--- src/rtl/ram_arb2.sv ---
// rtl/ram_arb2.sv - two-port round-robin arbiter sharing one byte-enabled single-port RAM
module ram_arb2 #(
    parameter int ADDRWIDTH = 14,
    parameter int MAX_BURST = 4
) (
    input  logic                 bus_clk,
    input  logic                 bus_reset_l,
    input  logic                 a_req,
    input  logic [3:0]           a_be,
    input  logic [ADDRWIDTH-1:0] a_addr,
    input  logic [31:0]          a_wr_data,
    output logic                 a_ack,
    output logic                 a_rd_valid,
    output logic [31:0]          a_rd_data,
    input  logic                 b_req,
    input  logic [3:0]           b_be,
    input  logic [ADDRWIDTH-1:0] b_addr,
    input  logic [31:0]          b_wr_data,
    output logic                 b_ack,
    output logic                 b_rd_valid,
    output logic [31:0]          b_rd_data,
    output logic [3:0]           ram_we,
    output logic [ADDRWIDTH-1:0] ram_addr,
    output logic [31:0]          ram_wr_data,
    input  logic [31:0]          ram_rd_data
);

    localparam int RUNW = $clog2(MAX_BURST + 1);
    localparam logic [RUNW-1:0] RUN_MAX = RUNW'(MAX_BURST);
    localparam logic [RUNW-1:0] RUN_ONE = RUNW'(1);

    typedef enum logic {
        PORT_A = 1'b0,
        PORT_B = 1'b1
    } port_t;

    port_t          last;
    logic [RUNW-1:0] run;
    logic           a_pend_rd;
    logic           b_pend_rd;
    logic           grant_a;
    logic           grant_b;
    logic           keep_last;
    port_t          winner;

    // Grant decision. run == 0 only right after reset, when there is no burst
    // to continue, so a tie then goes to the port other than last (A).
    always_comb begin
        grant_a   = 1'b0;
        grant_b   = 1'b0;
        keep_last = 1'b0;
        if (bus_reset_l) begin
            if (a_req && b_req) begin
                keep_last = (run != '0) && (run < RUN_MAX);
                if (keep_last ? (last == PORT_A) : (last == PORT_B)) begin
                    grant_a = 1'b1;
                end else begin
                    grant_b = 1'b1;
                end
            end else begin
                grant_a = a_req;
                grant_b = b_req;
            end
        end
    end

    // RAM request mux; with no grant the A qualifiers pass through with writes blocked.
    always_comb begin
        ram_addr    = a_addr;
        ram_wr_data = a_wr_data;
        ram_we      = 4'b0000;
        winner      = PORT_A;
        if (grant_a) begin
            ram_we = a_be;
        end else if (grant_b) begin
            ram_addr    = b_addr;
            ram_wr_data = b_wr_data;
            ram_we      = b_be;
            winner      = PORT_B;
        end
    end

    assign a_ack = grant_a;
    assign b_ack = grant_b;

    // Read strobes are also masked by reset so a read acked just before reset delivers nothing.
    assign a_rd_valid = a_pend_rd & bus_reset_l;
    assign b_rd_valid = b_pend_rd & bus_reset_l;
    assign a_rd_data  = a_rd_valid ? ram_rd_data : 32'h0000_0000;
    assign b_rd_data  = b_rd_valid ? ram_rd_data : 32'h0000_0000;

    // Round-robin history and one-cycle read-valid pipeline.
    always_ff @(posedge bus_clk) begin
        if (!bus_reset_l) begin
            last      <= PORT_B;
            run       <= '0;
            a_pend_rd <= 1'b0;
            b_pend_rd <= 1'b0;
        end else begin
            a_pend_rd <= grant_a && (a_be == 4'b0000);
            b_pend_rd <= grant_b && (b_be == 4'b0000);
            if (grant_a || grant_b) begin
                if (winner == last) begin
                    if (run != RUN_MAX) begin
                        run <= run + RUN_ONE;
                    end
                end else begin
                    last <= winner;
                    run  <= RUN_ONE;
                end
            end
        end
    end

endmodule

--- config.mk ---
export PLATFORM = sky130hd
export DESIGN_NAME = ram_arb2
export DESIGN_NICKNAME = d
export VERILOG_FILES = /design/src/rtl/ram_arb2.sv
export SDC_FILE = /design/constraint.sdc
export NUM_CORES = 1
export LEC_CHECK = 0
export ABC_AREA = 1
export BUFFER_PORTS_ARGS = -buffer_cell sky130_fd_sc_hd__buf_2
export CAP_MARGIN = 20
export CORE_AREA = 2 2 100 102
export CTS_CLUSTER_SIZE = 10
export DETAILED_ROUTE_END_ITERATION = 8
export DIE_AREA = 0 0 102 104
export PLACE_DENSITY = 0.6
export SLEW_MARGIN = 0
export SYNTH_ARGS = -nofsm -noshare
export SYNTH_HDL_FRONTEND = slang
export SYNTH_SLANG_ARGS = --single-unit
--- constraint.sdc ---
create_clock -name bus_clk -period 2.7 [get_ports bus_clk]
set_clock_uncertainty 0.15 [all_clocks]
set_input_delay 0.675 -clock bus_clk [delete_from_list [all_inputs] [get_ports bus_clk]]
set_output_delay 0.675 -clock bus_clk [all_outputs]
set_load 0.03 [all_outputs]
==> metrics.md, run 1 <==
| Metric | Value |
|---|---|
| Crit path max fanout | `6` |
| Max IR drop VDD | `0.000127 V` |
| Power share of the clock group | `0.162` |
| Final Setup Violations | `0` |
| Hold_buf cts | `0` |
| Clock root buffer | `clkbuf_8` |
| Slew @ Worst Pin | `288 ps` |
| Seq/Total Area, Yosys | `0.0866` |
| Largest net degree at the start of global routing | `53` |
| Slowest stage cell on the critical path | `dfxtp_2` |
| Total power | `approximately 0.85 mW` |
| Vias in the first global route | `approximately 2300` |
| Vias | `2740` |
| Count of different cell masters after synthesis | `22` |
| HP Start | `run[1]` |
| CP Class | `flop to output port` |
| Fin. max-slew vios | `0` |
| Final-report hold violation count | `0` |
| Clock sinks | `6` |
| Switch Pwr | `0.400 mW` |
| Layout cells sized above 1 | `0.497` |
| Clk pin slew, worst setup/hold paths | `40 ps` |
| Nets | `709` |
| 1st-pass router iterations | `4` |
| Sequential Power Share | `0.121` |
| Worst hold margin | `351 ps` |
| Post-synth top cells | `nand2_1, nor2_1, inv_1, buf_2, clkbuf_1` |
| Critical path's largest stage delay | `340 ps` |
| # DRC | `0` |
| Syn Inst Count | `approximately 320` |
| I/O pin count | `254` |
| Tmin final | `2690 ps` |
| Cts bufs inserted | `3` |
| Avg WL per Cell | `about 12 µm` |
| Vias per inst | `3.90` |
| CP required | `around 1900 ps` |
| CORE AREA | `0.00955 mm²` |
| Die Ht | `104 µm` |
| Worst Setup End Kind | `output port` |
| H-tree levels | `1` |
| Final WL | `8530 µm` |
| Total grt overflow | `0` |
| Worst reg2reg path startpoint | `run[1]` |
| R2R setup slack | `740 ps` |
| Status | `finished, final reports clean` |
| Avg Cell Area, Syn | `4.39 µm²` |
| Switching Fraction | `0.470` |
| CP top delay family | `buffers and inverters` |
| Cell taking the most area after synthesis | `nand2_1` |
| Initial antenna violation count | `1` |
| Most common cell in the netlist | `nand2_1` |
| Detailed placement HPWL | `about 6300 µm` |
| IO buf count | `approximately 250` |
| FMAX | `372 MHz` |
| Number of cell rows | `36` |
| Placer congestion estimate | `0.822` |
| Die Width | `102 µm` |
| WP data arrival | `roughly 1900 ps` |
| Post-Syn Area | `0.00139 mm²` |
| GRT Total Usage | `0.119` |
| Worst Setup Start Kind | `flop` |
| Top_reg_cell synth | `dfxtp_1` |
| Die Area | `~0.011 mm²` |
| Largest cells by area after synthesis | `nand2_1, nor2_1, inv_1` |
| Async S/R FF share, synth | `0` |
| Hold Crit Class | `flop to flop` |
| Flop and latch count out of synthesis | `6` |
| Layout area overhead | `133%` |
| Cell Pwr Density | `263 mW/mm²` |
| RSZ-0062 raised after global routing | `true` |
| Hold path endpoint | `run[1]` |
| Initial Util | `0.145` |
| Relative slew slack | `0.806` |
| Max-Cap Viols | `0` |
| Bufs on Longest Clock Path | `2` |
| Antenna viol nets, final | `0` |
| Hold Path Stages | `2` |
| Cell-internal power | `about 0.45 mW` |
| Buf/Inv on CP | `4` |
| CTS tree | `done` |
| Final period util | `0.996` |
| Crit-path cells | `inv_2 -> ha_4 -> o21ai_4 -> nand3_2 -> nand3_4 -> clkinv_8 -> clkbuf_16 -> a22o_1 -> buf_6` |
| Fillers | `1135` |
| Leakage | `2.28 nW` |
| First-pass GRT wire length | `approximately 10000 µm` |
| R2R Path End | `run[0]` |
| Comb power frac | `0.717` |
| Clk Latency, worst-skew pair | `230 ps` |
| Initial DRC Count | `124` |
| Post-synthesis net count | `454` |
| EDFF count, synth | `0` |
| Top cell type's share of synthesized area | `0.422` |
| Yosys warnings | `0` |
| Reg2reg path depth | `13` |
[final cells by class]
cell class	instances	area, µm²	area share
multi-input combinational	246	1040	0.323
inverter	47	189	0.0585
antenna	1	2.50	0.000775
tap	133	166	0.0515
clock buffer	3	41.3	0.0128
timing repair buffer	267	1670	0.516
sequential	6	123	0.0380
[cells in the final DEF (no fill, tap or decap), types with 2 or more instances in the layout]
cell type,count
inv_2,2
buf_4,34
a22o_1,2
clkbuf_8,3
nor4_1,2
nand4_1,2
buf_12,4
dfxtp_2,2
nand3_1,2
o22ai_2,2
buf_2,205
nand2_1,156
nand2_2,2
a21oi_1,2
dfxtp_1,4
buf_8,2
clkbuf_4,4
clkbuf_16,3
nor2_1,69
buf_6,15
inv_1,44
[cell families after synthesis]
| logic type | after synthesis | synth area share |
|---|---|---|
| and+or+nand+nor | 235 | 0.663 |
| AOI/OAI and AO/OA | 8 | 0.0379 |
| DFF | 6 | 0.0866 |
| adders and majority gates | 2 | 0.0180 |
| xor gates and xnor gates | 1 | 0.00631 |
| buffers and inverters | 64 | 0.188 |
[metal layers]
layer / vias up / global-route usage / part of all wire
met5: - / 0 / 0
met4: 0 / 0.0200 / 0.0081
met3: 8 / 0.0296 / 0.11
met2: 165 / 0.224 / 0.49
met1: 1143 / 0.135 / 0.40
li1: 1424 / - / -
[flip-flops by register name, summed over array words and instances (netlist names)]
signal / flops
run: 3
a_pend_rd: 1
b_pend_rd: 1
last: 1
[how the worst max path moves through the flow]
stage / from / end / depth (start not counted)
floorplan: bus_reset_l / ram_we[0] / 4
global placement: b_req / ram_wr_data[19] / 9
detailed placement: b_req / ram_we[3] / 9
CTS: run[0] / ram_wr_data[1] / 11
global route: run[1] / ram_we[2] / 9
finish: run[1] / ram_we[2] / 9
[worst reg2reg max path, stage by stage (launching register included)]
cell,delay [ps]
dfxtp_2,340
inv_2,50
ha_4,170
o21ai_4,150
nand3_2,120
nand3_4,160
buf_6,210
nand2_2,80
nand2_2,80
nand2_1,80
nand2_1,110
nand2_1,60
nand2_1,50
nor2_1,40
[power groups by stage]
| stage | Clock (mW) | Sequential [mW] | Combinational, mW |
|---|---|---|---|
| 6_report | 0.138 | 0.103 | 0.609 |
| 5_1_grt | 0.146 | 0.103 | 0.657 |
| 4_1_cts | 0.141 | 0.101 | 0.513 |
| 3_5_place_dp | 0 | 0.103 | 0.504 |
| 3_3_place_gp | 0 | 0.103 | 0.505 |
| 2_1_floorplan | 0 | 0.101 | 0.304 |
[what timing repair did]
| item | CTS | global route |
|---|---|---|
| resized for setup | 9 | 105 |
| setup endpoints to repair | 48 | 51 |
| setup buffers | 0 | 2 |
| cloned | 0 | 6 |
| pin swaps | 0 | 5 |
[per-stage QoR]
step | util | cell area [µm²] | setup TNS [ps] | setup WS, ps | cells
after floorplan | - | 1390 | 0 | 225 | 316
after global placement | 0.296 | 2830 | 0 | 172 | 691
after detailed placement | 0.296 | 2830 | 0 | 180 | 691
after CTS | 0.303 | 2900 | 0 | 2.13 | 694
after global routing | 0.338 | 3230 | -595 | -73.4 | 702
final | 0.338 | 3230 | 0 | 10.8 | 703
No activity file was read; power rests on OpenSTA's default activity.
==> run 2, diff against run 1 <==
--- a/config.mk
+++ b/config.mk
@@ -12,7 +12,7 @@
 export CTS_CLUSTER_SIZE = 10
 export DETAILED_ROUTE_END_ITERATION = 8
 export DIE_AREA = 0 0 102 104
-export PLACE_DENSITY = 0.6
+export PLACE_DENSITY = 0.62
 export SLEW_MARGIN = 0
 export SYNTH_ARGS = -nofsm -noshare
 export SYNTH_HDL_FRONTEND = slang
==> constraint.sdc (replaced) <==
create_clock -name bus_clk -period 2.3 [get_ports bus_clk]
set_clock_uncertainty 0.15 [all_clocks]
set_input_delay 0.575 -clock bus_clk [delete_from_list [all_inputs] [get_ports bus_clk]]
set_output_delay 0.575 -clock bus_clk [all_outputs]
set_load 0.03 [all_outputs]
==> run 2 against run 1 <==
Compared with the run above: the flow now finishes with violations (setup timing); utilization up 4.5 points; clock power up 19%; first-iteration DRC count fell by 35%; highest routed layer unchanged; worst setup slack worse by 240 ps.
==> metrics.md, run 2 (same netlist as run 1, synthesis figures left out) <==
| Metric | Value |
|---|---|
| Fin area | `0.00366 mm² (+13%)` |
| Cts bufs inserted | `3 (unchanged)` |
| Failing checks | `setup timing` |
| Leading cell type in the layout, fill and taps excluded | `buf_2` |
| Most frequent cells in the layout | `buf_2, nand2_1, nor2_1, buf_6, inv_1` |
| Inst Count DP | `700 (+1.3%)` |
| Hold Crit Class | `input pin to flop` |
| Clk pin slew, worst setup/hold paths | `40 ps (about the same)` |
| CP top delay family | `simple AND/OR/NAND/NOR gates` |
| Sequential Power Share | `0.107 (-0.014)` |
| Vias | `2888 (+5.4%)` |
| Most Frequent Cell on Critical Path | `nand2_2` |
| Vias per inst | `4.06 (+4.1%)` |
| Worst Setup Start Kind | `flop` |
| WP data arrival | `1800 ps (-60 ps)` |
| Crit path depth | `11 (+2)` |
| Die Width | `102 µm (unchanged)` |
| FMAX | `~400 MHz` |
| Final Setup Violations | `52 (+52)` |
| IO buf count | `253 (unchanged)` |
| Post-DP Area | `0.00290 mm² (+2.5%)` |
| Largest net degree at the start of global routing | `34 (-36%)` |
| Tmin final | `between 2000 and 3000 ps` |
| Slowest stage cell on the critical path | `dfxtp_2` |
| Die Ht | `104 µm (unchanged)` |
| Initial DRC Count | `80 (-35%)` |
| Buf/Inv on CP | `4 (unchanged)` |
| Initial antenna violation count | `0 (-1)` |
| Detailed placement HPWL | `6350 µm (+1.6%)` |
| Cell-internal power | `0.608 mW (+35%)` |
| First-pass GRT wire length | `12000 µm (+16%)` |
| Crit path max fanout | `6 (unchanged)` |
| H-tree levels | `1 (unchanged)` |
| Avg WL per Cell | `12.8 µm (+5.2%)` |
| Comb power frac | `0.748 (+0.031)` |
| Ant. Diodes | `0 (-1)` |
| Setup slack at placement | `-49.9 ps (-230 ps)` |
| Total grt overflow | `0 (unchanged)` |
| Layout area overhead | `163%` |
| Crit-path cells | `inv_2 -> ha_4 -> nor2_4 -> nand2_2 -> nand3_2 -> nand3_4 -> buf_12 -> clkbuf_16 -> nand2_2 -> nand2_2 -> buf_6` |
| Fillers | `1059 (-6.7%)` |
| Max IR drop VDD | `0.000184 V (+46%)` |
| Layout cells sized above 1 | `0.592 (+0.0950)` |
| Critical path's largest stage delay | `320 ps (-20 ps)` |
| Final WL | `9090 µm (+6.6%)` |
| Nets | `719 (+1.4%)` |
| Hold_buf cts | `0 (unchanged)` |
| GRT Total Usage | `0.141 (+0.0211)` |
| Slew @ Worst Pin | `317 ps (+28.6 ps)` |
| Hold Path Stages | `2 (unchanged)` |
| Fin. max-slew vios | `0 (unchanged)` |
| CP required | `1570 ps (-310 ps)` |
| Relative slew slack | `0.789 (-0.0176)` |
| Clock sinks | `6 (unchanged)` |
| Power share of the clock group | `0.145 (-0.017)` |
| I/O pin count | `254 (unchanged)` |
| Final period util | `1.10` |
| # DRC | `0 (unchanged)` |
| Switching Fraction | `0.463 (-0.00695)` |
| Setup slack after layout | `-226 ps (-237 ps)` |
| 1st-pass router iterations | `4 (unchanged)` |
| Number of cell rows | `36 (unchanged)` |
| Die Area | `0.0106 mm² (unchanged)` |
| Cell Pwr Density | `310 mW/mm² (+18%)` |
| Antenna viol nets, final | `0 (unchanged)` |
| Placer congestion estimate | `0.783 (-4.7%)` |
| Leakage | `2.44 nW (+6.8%)` |
| CTS tree | `done` |
| CP Class | `flop to output port` |
| Clk Latency, worst-skew pair | `230 ps (about the same)` |
| CORE AREA | `0.00955 mm² (unchanged)` |
| RSZ-0062 raised after global routing | `true` |
| Final-report hold violation count | `0 (unchanged)` |
| Reg2reg path depth | `13 (unchanged)` |
| Clock root buffer | `clkbuf_8` |
| Max-Cap Viols | `0 (unchanged)` |
| Biggest register | `run` |
| Initial Util | `0.145 (unchanged)` |
| Final Non-Filler Cells | `712 (+1.3%)` |
| Switch Pwr | `0.525 mW (+31%)` |
| Status | `finished with violations` |
| Worst Setup End Kind | `output port` |
| Bufs on Longest Clock Path | `2 (unchanged)` |
| Max reg flops | `3 (unchanged)` |
| Vias in the first global route | `2538 (+9.9%)` |
-- run 2: changes by cell type in the layout (fill, tap and decap cells not counted), moves of 4 or more --
| cell | before | now |
|---|---|---|
| nand2_1 | 156 | 111 |
| buf_6 | 15 | 50 |
| buf_2 | 205 | 201 |
| buf_4 | 34 | 16 |
| nand2_2 | 2 | 40 |
| clkbuf_4 | 4 | 0 |
| nand2_4 | 0 | 7 |
-- run 2: final cells by class --
type,count,area (µm²),area share
Clock buffer,3,41.3,0.0113
Multi-Input combinational cell,246,1220,0.334
Sequential cell,6,123,0.0335
Inverter,47,186,0.0510
Tap cell,133,166,0.0455
Timing Repair Buffer,277,1920,0.525
-- run 2: worst reg2reg max path: stages, from the launching register on --
cell and delay [ps]:
dfxtp_2 320, inv_2 50, ha_4 180, o21ai_4 170, nand3_2 120, nand3_4 160, clkbuf_16 230, nand2_2 70
nand2_2 80, nand2_1 80, nand2_1 110, nand2_1 60, nand2_1 50, nor2_1 40
-- run 2: path summary, 6_finish.rpt --
check	startpoint	to	slack [ps]
max	run[0]	ram_wr_data[6]	-230
min	a_be[2]	a_pend_rd	380
max reg2reg	run[0]	run[0]	330
min reg2reg	run[1]	run[1]	440
-- run 2: timing repair --
item                       4_1_cts  5_1_grt
pin swaps                        3        5
gates resized for setup        115       62
gates cloned                     2        3
buffers inserted                 1        3
setup endpoints to repair       52       52
-- run 2: routing by layer --
metal,up-vias,routed length [µm],global-route usage
li1,1443,-,-
met1,1261,3430,0.156
met2,176,4870,0.285
met3,8,732,0.0161
met4,0,61,0.0143
met5,-,0,0
-- run 2: power by group through the flow --
stage / Sequential (mW) / Combinational [mW] / Clock (mW)
finish: 0.121 / 0.848 / 0.164
global route: 0.122 / 0.906 / 0.176
CTS: 0.119 / 0.756 / 0.170
detailed placement: 0.119 / 0.610 / 0
global placement: 0.119 / 0.611 / 0
floorplan: 0.119 / 0.357 / 0
-- run 2: per-stage QoR --
stage	power, mW	utilization	hold slack, ps	setup TNS, ps
after detailed placement	0.729	0.304	417	-380
after floorplan	0.476	-	327	-103
after global placement	0.730	0.304	412	-225
after CTS	1.04	0.351	377	-8300
after global routing	1.20	0.383	384	-13750
final	1.13	0.383	381	-9450
==> run 3, diff against run 2 <==
--- a/config.mk
+++ b/config.mk
@@ -13,6 +13,7 @@
 export DETAILED_ROUTE_END_ITERATION = 8
 export DIE_AREA = 0 0 102 104
 export PLACE_DENSITY = 0.62
+export SETUP_SLACK_MARGIN = 0.4
 export SLEW_MARGIN = 0
 export SYNTH_ARGS = -nofsm -noshare
 export SYNTH_HDL_FRONTEND = slang
==> run 3 against run 2 <==
Compared with the run above: the run still ends with setup timing left; combinational power up 17%; clock power down 3%; critical path depth down 1; non-clock buffer count up 27; critical path type unchanged; critical endpoint is now ram_we[2].
==> metrics.md, run 3 (same netlist as run 1, synthesis figures left out) <==
| Metric | Value |
|---|---|
| Status | `finished with violations` |
| Failing checks | `setup timing` |
| Die Area | `0.0106 mm² (unchanged)` |
| Number of cell rows | `36 (unchanged)` |
| Leakage | `2.97 nW (+22%)` |
| Initial DRC Count | `37 (-54%)` |
| I/O pin count | `254 (unchanged)` |
| Worst reg2reg path startpoint | `run[0]` |
| Hold_buf cts | `0 (unchanged)` |
| Setup slack after layout | `-303 ps (-77.1 ps)` |
| Fillers | `813 (-23%)` |
| Cts bufs inserted | `3 (unchanged)` |
| Fin. max-slew vios | `0 (unchanged)` |
| Worst Setup Start Kind | `flop` |
| Tmin final | `2600 ps (+77.1 ps)` |
| Setup slack at placement | `-168 ps (-118 ps)` |
| Total grt overflow | `0 (unchanged)` |
| Clk Latency, worst-skew pair | `220 ps (about the same)` |
| Max IR drop VDD | `0.000148 V (-20%)` |
| Layout area overhead | `289%` |
| Detailed placement HPWL | `7230 µm (+14%)` |
| Initial antenna violation count | `1 (+1)` |
| Placer congestion estimate | `0.796 (+1.6%)` |
| Critical path's largest stage delay | `330 ps (about the same)` |
| CORE AREA | `0.00955 mm² (unchanged)` |
| Die Width | `102 µm (unchanged)` |
| 1st-pass router iterations | `4 (unchanged)` |
| Worst Setup End Kind | `output port` |
| Crit. Startpoint | `run[0]` |
| FMAX | `384 MHz (-3.0%)` |
| Vias per inst | `4.13 (+1.8%)` |
| Nets | `746 (+3.8%)` |
| Vias in the first global route | `3198 (+26%)` |
| Leading cell type in the layout, fill and taps excluded | `buf_2` |
| Hold Crit Class | `input pin to flop` |
| Slowest stage cell on the critical path | `dfxtp_2` |
| Crit-path cells | `inv_2 -> ha_4 -> buf_6 -> o21ai_4 -> nand3_2 -> nand3_4 -> inv_8 -> buf_4 -> a22o_2 -> buf_4` |
| Max-Cap Viols | `0 (unchanged)` |
| Relative slew slack | `0.847 (+0.0585)` |
| Total power | `1.27 mW (+12%)` |
| Most Frequent Cell on Critical Path | `buf_4` |
| Final-report hold violation count | `0 (unchanged)` |
| WP data arrival | `1880 ps (+80 ps)` |
| Final WL | `9790 µm (+7.6%)` |
| H-tree levels | `1 (unchanged)` |
| Slew @ Worst Pin | `227 ps (-89.5 ps)` |
| HP Start | `b_be[2]` |
| Initial Util | `0.145 (unchanged)` |
| RSZ-0062 raised after global routing | `true` |
| Final Setup Violations | `52 (unchanged)` |
| Antenna viol nets, final | `0 (unchanged)` |
| R2R setup slack | `300 ps (-30 ps)` |
| Die Ht | `104 µm (unchanged)` |
| CP Class | `flop to output port` |
| FF+latch area | `123 µm² (unchanged)` |
| TNS Setup | `-13190 ps (-3740 ps)` |
| Bufs on Longest Clock Path | `2 (unchanged)` |
| First-pass GRT wire length | `14300 µm (+19%)` |
| Clock sinks | `6 (unchanged)` |
| Crit path max fanout | `9 (+3)` |
| CP required | `1570 ps (about the same)` |
| Final period util | `1.13 (+0.0335)` |
| Biggest register | `run` |
| IO buf count | `253 (unchanged)` |
| Avg WL per Cell | `13.2 µm (+3.6%)` |
| Core Util, Final | `0.566 (+0.183)` |
| Largest net degree at the start of global routing | `37 (+8.8%)` |
| Vias | `3057 (+5.9%)` |
| Multi-input logic area | `0.00224 mm² (+84%)` |
| Most frequent cells in the layout | `buf_2, buf_6, nand2_4, nand2_1, nor2_4` |
| Max reg flops | `3 (unchanged)` |
| GRT Total Usage | `0.164 (+0.0239)` |
| Cell Pwr Density | `235 mW/mm² (-24%)` |
| # DRC | `0 (unchanged)` |
| Layout cells sized above 1 | `0.795 (+0.203)` |
| CTS tree | `done` |
| Clk pin slew, worst setup/hold paths | `40 ps (about the same)` |
| Clock root buffer | `clkbuf_8` |
==> run 3: cell count changes in the layout (fill, tap and decap cells not counted), moves of 3 or more <==
cell	previous run	this run
nand2_2	40	6
nor2_4	1	64
buf_2	201	144
nand2_4	7	86
nand2_1	111	64
buf_4	16	39
buf_6	50	95
nor2_1	68	5
buf_8	0	3
buf_12	5	16
==> run 3: area by class of cell <==
| class | instances | area share |
|---|---|---|
| Clock buffer | 3 | 0.00765 |
| Timing Repair Buffer | 304 | 0.488 |
| Tap cell | 133 | 0.0308 |
| Sequential cell | 6 | 0.0227 |
| Inverter | 47 | 0.0357 |
| Multi-Input combinational cell | 246 | 0.415 |
| Antenna cell | 1 | 0.000463 |
==> run 3: repair_timing <==
item | in CTS | in global routing
pin swaps | 28 | 19
cloned | 3 | 5
gates resized for setup | 215 | 24
endpoints found under the setup margin | 121 | 121
buffers inserted | 8 | 5
endpoints found under the hold margin | 0 | 0
==> run 3: power by group <==
part | total [mW] | internal (mW) | switching (mW)
Combinational | 0.990 | 0.425 | 0.565
Clock | 0.159 | 0.113 | 0.0464
Sequential | 0.120 | 0.113 | 0.00687
Total | 1.27 | 0.651 | 0.618
==> run 3: critical path: cells and delay by family, from the launching register on <==
kind | cells | cell delay, ps
AO/OA/AOI/OAI | 2 | 360
adder cells (fa/ha/maj) | 1 | 160
buffers and inverters | 5 | 550
flip-flops | 1 | 330
AND/OR/NAND/NOR | 2 | 260
==> run 3: metrics by stage <==
| stage | std cells | area (µm²) | hold slack, ps |
|---|---|---|---|
| 2_1_floorplan | 316 | 2710 | 321 |
| 3_3_place_gp | 715 | 4280 | 392 |
| 3_5_place_dp | 715 | 4280 | 409 |
| 4_1_cts | 729 | 5190 | 391 |
| 5_1_grt | 740 | 5400 | 400 |
| 6_report | 740 | 5400 | 394 |
==> run 3: worst paths after layout <==
kind,endpoint,cells after the start
min,b_pend_rd,2
min reg2reg,run[1],3
max reg2reg,run[2],14
max,ram_we[2],10
==> run 3: layer usage <==
| metal | track usage | wire length [µm] | up-vias |
|---|---|---|---|
| met3 | 0.0255 | 751 | 12 |
| met5 | 0 | 0 | - |
| met4 | 0.0562 | 210 | 0 |
| met2 | 0.335 | 5620 | 159 |
| met1 | 0.160 | 3200 | 1381 |
| li1 | - | - | 1505 |
